File: src/rtl/disp_scan_ctrl.sv
// Four-digit multiplexed seven-segment scanner with a frame-aligned req/ack digit loader.
// Define LZ_BLANK_EN to blank leading zeros on digits 3..1.
module disp_scan_ctrl #(
    parameter int unsigned DIV_W   = 16,
    parameter int unsigned DIV_MAX = 49999
) (
    input  logic       clk,
    input  logic       rst,
    input  logic [3:0] d_disp0,
    input  logic [3:0] d_disp1,
    input  logic [3:0] d_disp2,
    input  logic [3:0] d_disp3,
    input  logic       upd_req,
    output logic       upd_ack,
    output logic [3:0] an,
    output logic [6:0] seg,
    output logic       dp
);

    localparam logic [DIV_W-1:0] CntMax = DIV_W'(DIV_MAX);

    typedef enum logic [1:0] {StIdle, StPend, StAck, StHold} state_e;

    state_e           state;
    logic [DIV_W-1:0] cnt;
    logic [1:0]       idx;
    logic [3:0][3:0]  shadow;
    logic             tick;
    logic             fb;
    logic             blank;
    logic [3:0]       digit;

    assign tick = (cnt == CntMax);
    assign fb   = tick && (idx == 2'd3);

    always_ff @(posedge clk) begin
        if (rst) begin
            cnt     <= '0;
            idx     <= '0;
            shadow  <= '0;
            state   <= StIdle;
            upd_ack <= 1'b0;
        end else begin
            cnt     <= tick ? '0 : cnt + 1'b1;
            upd_ack <= 1'b0;
            if (tick) begin
                idx <= idx + 2'd1;
            end
            case (state)
                StIdle: if (upd_req) state <= StPend;
                StPend: begin
                    if (!upd_req) begin
                        state <= StIdle;
                    end else if (fb) begin
                        // Capture on the wrap edge so the new frame starts at digit 0.
                        shadow  <= {d_disp3, d_disp2, d_disp1, d_disp0};
                        state   <= StAck;
                        upd_ack <= 1'b1;
                    end
                end
                StAck:  state <= StHold;
                StHold: if (!upd_req) state <= StIdle;
                default: state <= StIdle;
            endcase
        end
    end

    function automatic logic [6:0] decode(input logic [3:0] v);
        case (v)
            4'h0: decode = 7'b1000000;
            4'h1: decode = 7'b1111001;
            4'h2: decode = 7'b0100100;
            4'h3: decode = 7'b0110000;
            4'h4: decode = 7'b0011001;
            4'h5: decode = 7'b0010010;
            4'h6: decode = 7'b0000010;
            4'h7: decode = 7'b1111000;
            4'h8: decode = 7'b0000000;
            4'h9: decode = 7'b0010000;
            4'ha: decode = 7'b0001000;
            4'hb: decode = 7'b0000011;
            4'hc: decode = 7'b1000110;
            4'hd: decode = 7'b0100001;
            4'he: decode = 7'b0000110;
            default: decode = 7'b0001110;
        endcase
    endfunction

`ifdef LZ_BLANK_EN
    always_comb begin
        blank = 1'b0;
        case (idx)
            2'd3:    blank = (shadow[3] == 4'd0);
            2'd2:    blank = (shadow[3] == 4'd0) && (shadow[2] == 4'd0);
            2'd1:    blank = (shadow[3] == 4'd0) && (shadow[2] == 4'd0) && (shadow[1] == 4'd0);
            default: blank = 1'b0;
        endcase
    end
`else
    assign blank = 1'b0;
`endif

    assign digit = shadow[idx];
    assign an    = ~(4'b0001 << idx);
    assign seg   = blank ? 7'b1111111 : decode(digit);
    assign dp    = 1'b1;

endmodule

File: config.mk
export PLATFORM = sky130hd
export DESIGN_NAME = disp_scan_ctrl
export DESIGN_NICKNAME = d
export VERILOG_FILES = /design/src/rtl/disp_scan_ctrl.sv
export SDC_FILE = /design/constraint.sdc
export NUM_CORES = 1
export LEC_CHECK = 0
export ABC_AREA = 1
export CAP_MARGIN = 30
export CELL_PAD_IN_SITES_DETAIL_PLACEMENT = 1
export CELL_PAD_IN_SITES_GLOBAL_PLACEMENT = 2
export CORE_ASPECT_RATIO = 1.2
export CORE_MARGIN = 8
export CORE_UTILIZATION = 31
export DETAILED_ROUTE_END_ITERATION = 16
export PLACE_DENSITY_LB_ADDON = 0.25
export SLEW_MARGIN = 5
export SYNTH_ARGS = -nofsm -noshare
export SYNTH_HDL_FRONTEND = slang
export SYNTH_SLANG_ARGS = --single-unit
export TNS_END_PERCENT = 1
File: constraint.sdc
create_clock -name clk -period 4.8 [get_ports clk]
set_input_delay 0.96 -clock clk [delete_from_list [all_inputs] [get_ports clk]]
set_output_delay 0.96 -clock clk [all_outputs]
set_load 0.05 [all_outputs]
### After elaboration in Yosys (flattened, before gate mapping)

Memory sizes are Yosys's and may differ from the RTL's.
Index checks and enable logic that the tools add are counted.

| storage, ports and cells | value |
|---|---|
| bits of input ports | 19 |
| logic and storage cells | 38 |
| ROM bits | 112 |
| output and inout bits | 13 |
| flip-flop bits (word level) | 37 |
| memories | 1 |

| operators by class | value |
|---|---|
| add/subtract/negate cells | 2 |
| equality and inequality tests | 8 |
| reductions and logical operators | 6 |
| shift-type cells | 1 |
| magnitude comparators | 1 |
| muxes and demuxes | 8 |
| bitwise gates (word level) | 3 |

Memory list:

| memory | depth | width | read ports | clocked after Yosys merged registers in | wr ports | RTL line | text |
|---|---|---|---|---|---|---|---|
| (no name shown) | 16 | 7 | 1 | 0 | 0 | 69 | `case (v)` |

Operators with widths:

| operator | count |
|---|---|
| adder 16 x 1 -> 16 bit, second input constant | 1 |
| equality test 16 bit, second input constant | 1 |
| binary-select mux 4 bit (select 2 bit) | 1 |
| two-way mux 2 bit | 4 |
| one-hot mux 2 bit (4 select lines) | 1 |
| equality test 2 bit, second input constant | 3 |
| AND reduction 3 bit | 2 |
| two-way mux 4 bit | 1 |
| != test 2 bit, second input constant | 2 |
| NOT 4 bit | 1 |
| << shifter 1 x 2 -> 4 bit, first input constant | 1 |
| < comparator 2 x 3 -> 1 bit, second input constant | 1 |
| != test 3 bit, second input constant | 1 |
| OR reduction 3 bit | 1 |
| adder 2 x 1 -> 2 bit, second input constant | 1 |
| equality test 2 x 1 -> 1 bit, second input constant | 1 |
| logical NOT 2 bit | 1 |
| NOT 1 bit | 2 |
| OR reduction 2 bit | 1 |
| logical AND 1 bit | 1 |
| two-way mux 1 bit | 1 |

### Longest topological paths before layout

| depth | value |
|---|---|
| depth after elaboration | 5 |
| gate-level depth with buffers | 11 |
| gate-level depth less buffers | 10 |

### Least setup slack after synthesis

Ideal clock, no wire load.

| timing | value |
|---|---|
| path type | reg-to-output |
| start | register idx[0] |
| end | output seg[2] |
| slack | 1.447 ns |
| data required time | 3.840 ns |
| stages on the path, launching flop included | 9 |
| data arrival time | 2.393 ns |
| buffers on the path | 1 |
| path through | dfxtp_1 buf_2 inv_2 nand2_1 nand3_1 nand2_1 inv_1 ha_1 o31ai_1 |

| between the ends | value |
|---|---|
| cells in the longest elaborated chain, start to end | 3 |

Ends and longest elaborated chain:

| element | RTL line | text |
|---|---|---|
| from (decl) | 26 | `logic [1:0] idx;` |
| from (signal assigned) | 47 | `idx <= idx + 2'd1;` |
| binary-select mux 4 bit (select 2 bit) | 103 | `assign digit = shadow[idx];` |
| two-way mux 4 bit (implied by the code) | 103 |  |
| memory read (16 x 7 bit) | n/a |  |
| to (decl) | 16 | `output logic [6:0] seg,` |

Every way passes these cells. The select of a mux whose other input is x is not followed.

### Worst setup path in the final report

Same ends and word-level chain as after synthesis.

==> metrics.txt <==
top-count cell post-synth nand2_1; RePlAce Congestion 0.7745; Seq cells post-synth 37; Synth cell types 32; RSZ-0062 raised after global routing false; Overflow after GRT 0; top cells by count, synth nand2_1 (88), nor2_1 (62), inv_1 (45); Max Clock Freq 0.2654 GHz; CTS hold repair buffers 0; initial core utilization 0.3133; Gate Count Post-Synth 345; vias in the first global route 2229; vias per cell 4.628; final worst-path setup slack 1032 ps; Worst IR Drop VDD 0.1230 mV; status finished, final reports clean; hpwl dp 4689 microns; Max-Slew Margin vs Limit 0.5864; IO Count 32; DR iter-0 viols 53; postcts setup bufs 0; TritonCTS Buffers 5; Tmin final 3768 ps; Final Util 0.3758; leakage power 0.001099 uW; initial antenna violation count 0; synthesized cell area 2226 sq um; Synth area leader dfxtp_1; root buf cell clkbuf_8; CTS HTree Levels 2; YS warnings 0; DR vias 2152; # rows 34; Avg Synthesized Cell Area 6.452 sq um; Top FF cell, synth dfxtp_1; CTS tree yes; wirelength, routed 5986 microns; DRC 0; die width 93.36 microns; Crit Path Class register to output port; Layout Nets 404; die area 10160 sq um; Die Ht 108.8 microns; startpoint types register; wire per inst 12.87 microns; first-pass GRT wire length 10360 microns; syn_nets 375; DR pass1 iterations 4; Sum Neg Setup Slack 0 ps; Seq/Total Area, Yosys 0.3328; setup violators final 0; Clock Pin Slew Worst Setup and Hold Paths 70 ps; port bufs 30; Min Hold Slack 454.3 ps; Worst Setup End Kind output port; fill count 935; Slew @ Worst Pin 618.9 ps; top-area cell type share of the netlist area 0.3328; Slew Viols, Final 0; clock sink count 37; Max Buffers Root-to-Sink 2; non-filler cells, final 465; Place WS 1337 ps; Worst-Skew Late Latency 290 ps; crit-path leading delay family buffers and inverters; PD cells 209.0 nW/um^2; Post-synth EDFFs 0; post-cts resize count 0; Worst EP required 3840 ps; Layout area overhead 19.95%; crit-path max FO 12; layout cells sized above 1 0.06133; Buf/Inv on CP 3; area of the core 7104 sq um; max cap viols 0; GRT Overall Usage 0.1268; crit-path most repeated cell nand2_1; Critical Path Max Stage Delay 840 ps; final worst path period share 0.7850; final hold violations 0; Placed Cells 457; critical-path cell with the highest stage delay clkdlybuf4s50_1; Antenna Diode Count 0; Post-synth ARST share 0; Hold Crit Class register to register; synth top area cells dfxtp_1 (33%), nand2_1 (15%), nor2_1 (10%), inv_1 (7.6%), ha_1 (6.2%); Routed Antenna Nets 0; CP arrival 2810 ps; crit-path cells inv_2 > nand2_1 > nand3_1 > nand2_1 > inv_1 > ha_1 > o31ai_1 > clkdlybuf4s50_1; Worst Skew 2.627 ps; largest net degree at the start of global routing 20
==> routing by layer <==
metal	vias up	GRT usage	share of wire
li1	1139	-	-
met1	986	0.1383	0.41
met2	22	0.2351	0.53
met3	5	0.02617	0.038
met4	0	0.04498	0.014
met5	-	0	0
==> cells by family (layout without fill, tap and decap cells) <==
family / Yosys count / in the layout / share of synthesized area
AO/OA/AOI/OAI: 29 / 29 / 0.06858
XOR/XNOR: 1 / 1 / 0.003936
adder cells (fa/ha/maj): 11 / 11 / 0.06183
buffers and inverters: 59 / 89 / 0.1124
flip-flops: 37 / 37 / 0.3328
other: 1 / 1 / 0.001685
AND/OR/NAND/NOR: 207 / 207 / 0.4188
==> power breakdown <==
| group | total (uW) | internal (uW) | switching, uW |
|---|---|---|---|
| registers | 311 | 309 | 1.76 |
| clock network | 211 | 101 | 111 |
| logic | 35.7 | 17.9 | 17.8 |
==> per-stage QoR <==
stage | cell area, sq um | power (uW)
6_report | 2670 | 558.1
5_1_grt | 2670 | 591.9
4_1_cts | 2670 | 572.1
3_5_place_dp | 2587 | 354.7
3_3_place_gp | 2576 | 354.1
2_1_floorplan | 2226 | 335.9
==> placed cells by master, fill, tap and decap left out <==
cell	instances
o21ai_0	12
nand2_2	3
nand3_1	17
nor2_2	2
nand2_1	88
buf_6	1
a21oi_1	11
nand3b_1	1
o211ai_1	1
nor2_1	62
nor3b_1	1
clkdlybuf4s50_1	30
nor2_4	3
inv_2	4
or2_2	1
o31ai_1	1
clkbuf_8	5
conb_1	1
clkbuf_1	1
dfxtp_1	37
nand4_1	20
nor3_1	7
o21ai_1	3
ha_1	11
a21boi_0	1
inv_1	45
nand3_4	1
xor2_1	1
clkinv_2	2
nor2_8	1
clkinv_1	1
==> path summary, 6_finish.rpt <==
check | from | to | slack, ps | cells after the start
hold reg to reg | cnt[0]$_SDFF_PP0_ | cnt[0]$_SDFF_PP0_ | 450 | 1
hold / removal | cnt[0]$_SDFF_PP0_ | cnt[0]$_SDFF_PP0_ | 450 | 1
setup reg to reg | idx[0]$_SDFFE_PP0P_ | shadow[0]$_SDFFE_PP0P_ | 2960 | 7
setup / recovery | idx[0]$_SDFFE_PP0P_ | seg[2] | 1030 | 8
==> layout make-up <==
class / instances / area [sq um] / share of cell area
clock buffers: 6 / 72.57 / 0.02718
clock inverters: 2 / 10.01 / 0.003749
inverters: 50 / 187.7 / 0.07029
multi-input cells: 249 / 1235 / 0.4625
flip-flops and latches: 37 / 740.7 / 0.2774
well taps: 90 / 112.6 / 0.04217
repair buffers: 31 / 311.5 / 0.1167
==> registers in the layout (all words and copies together), names as in the netlist, named ones only <==
register  flops
cnt          16
idx           2
shadow       16
state         1
upd_ack       1
Power figures use the tool's default switching activity.
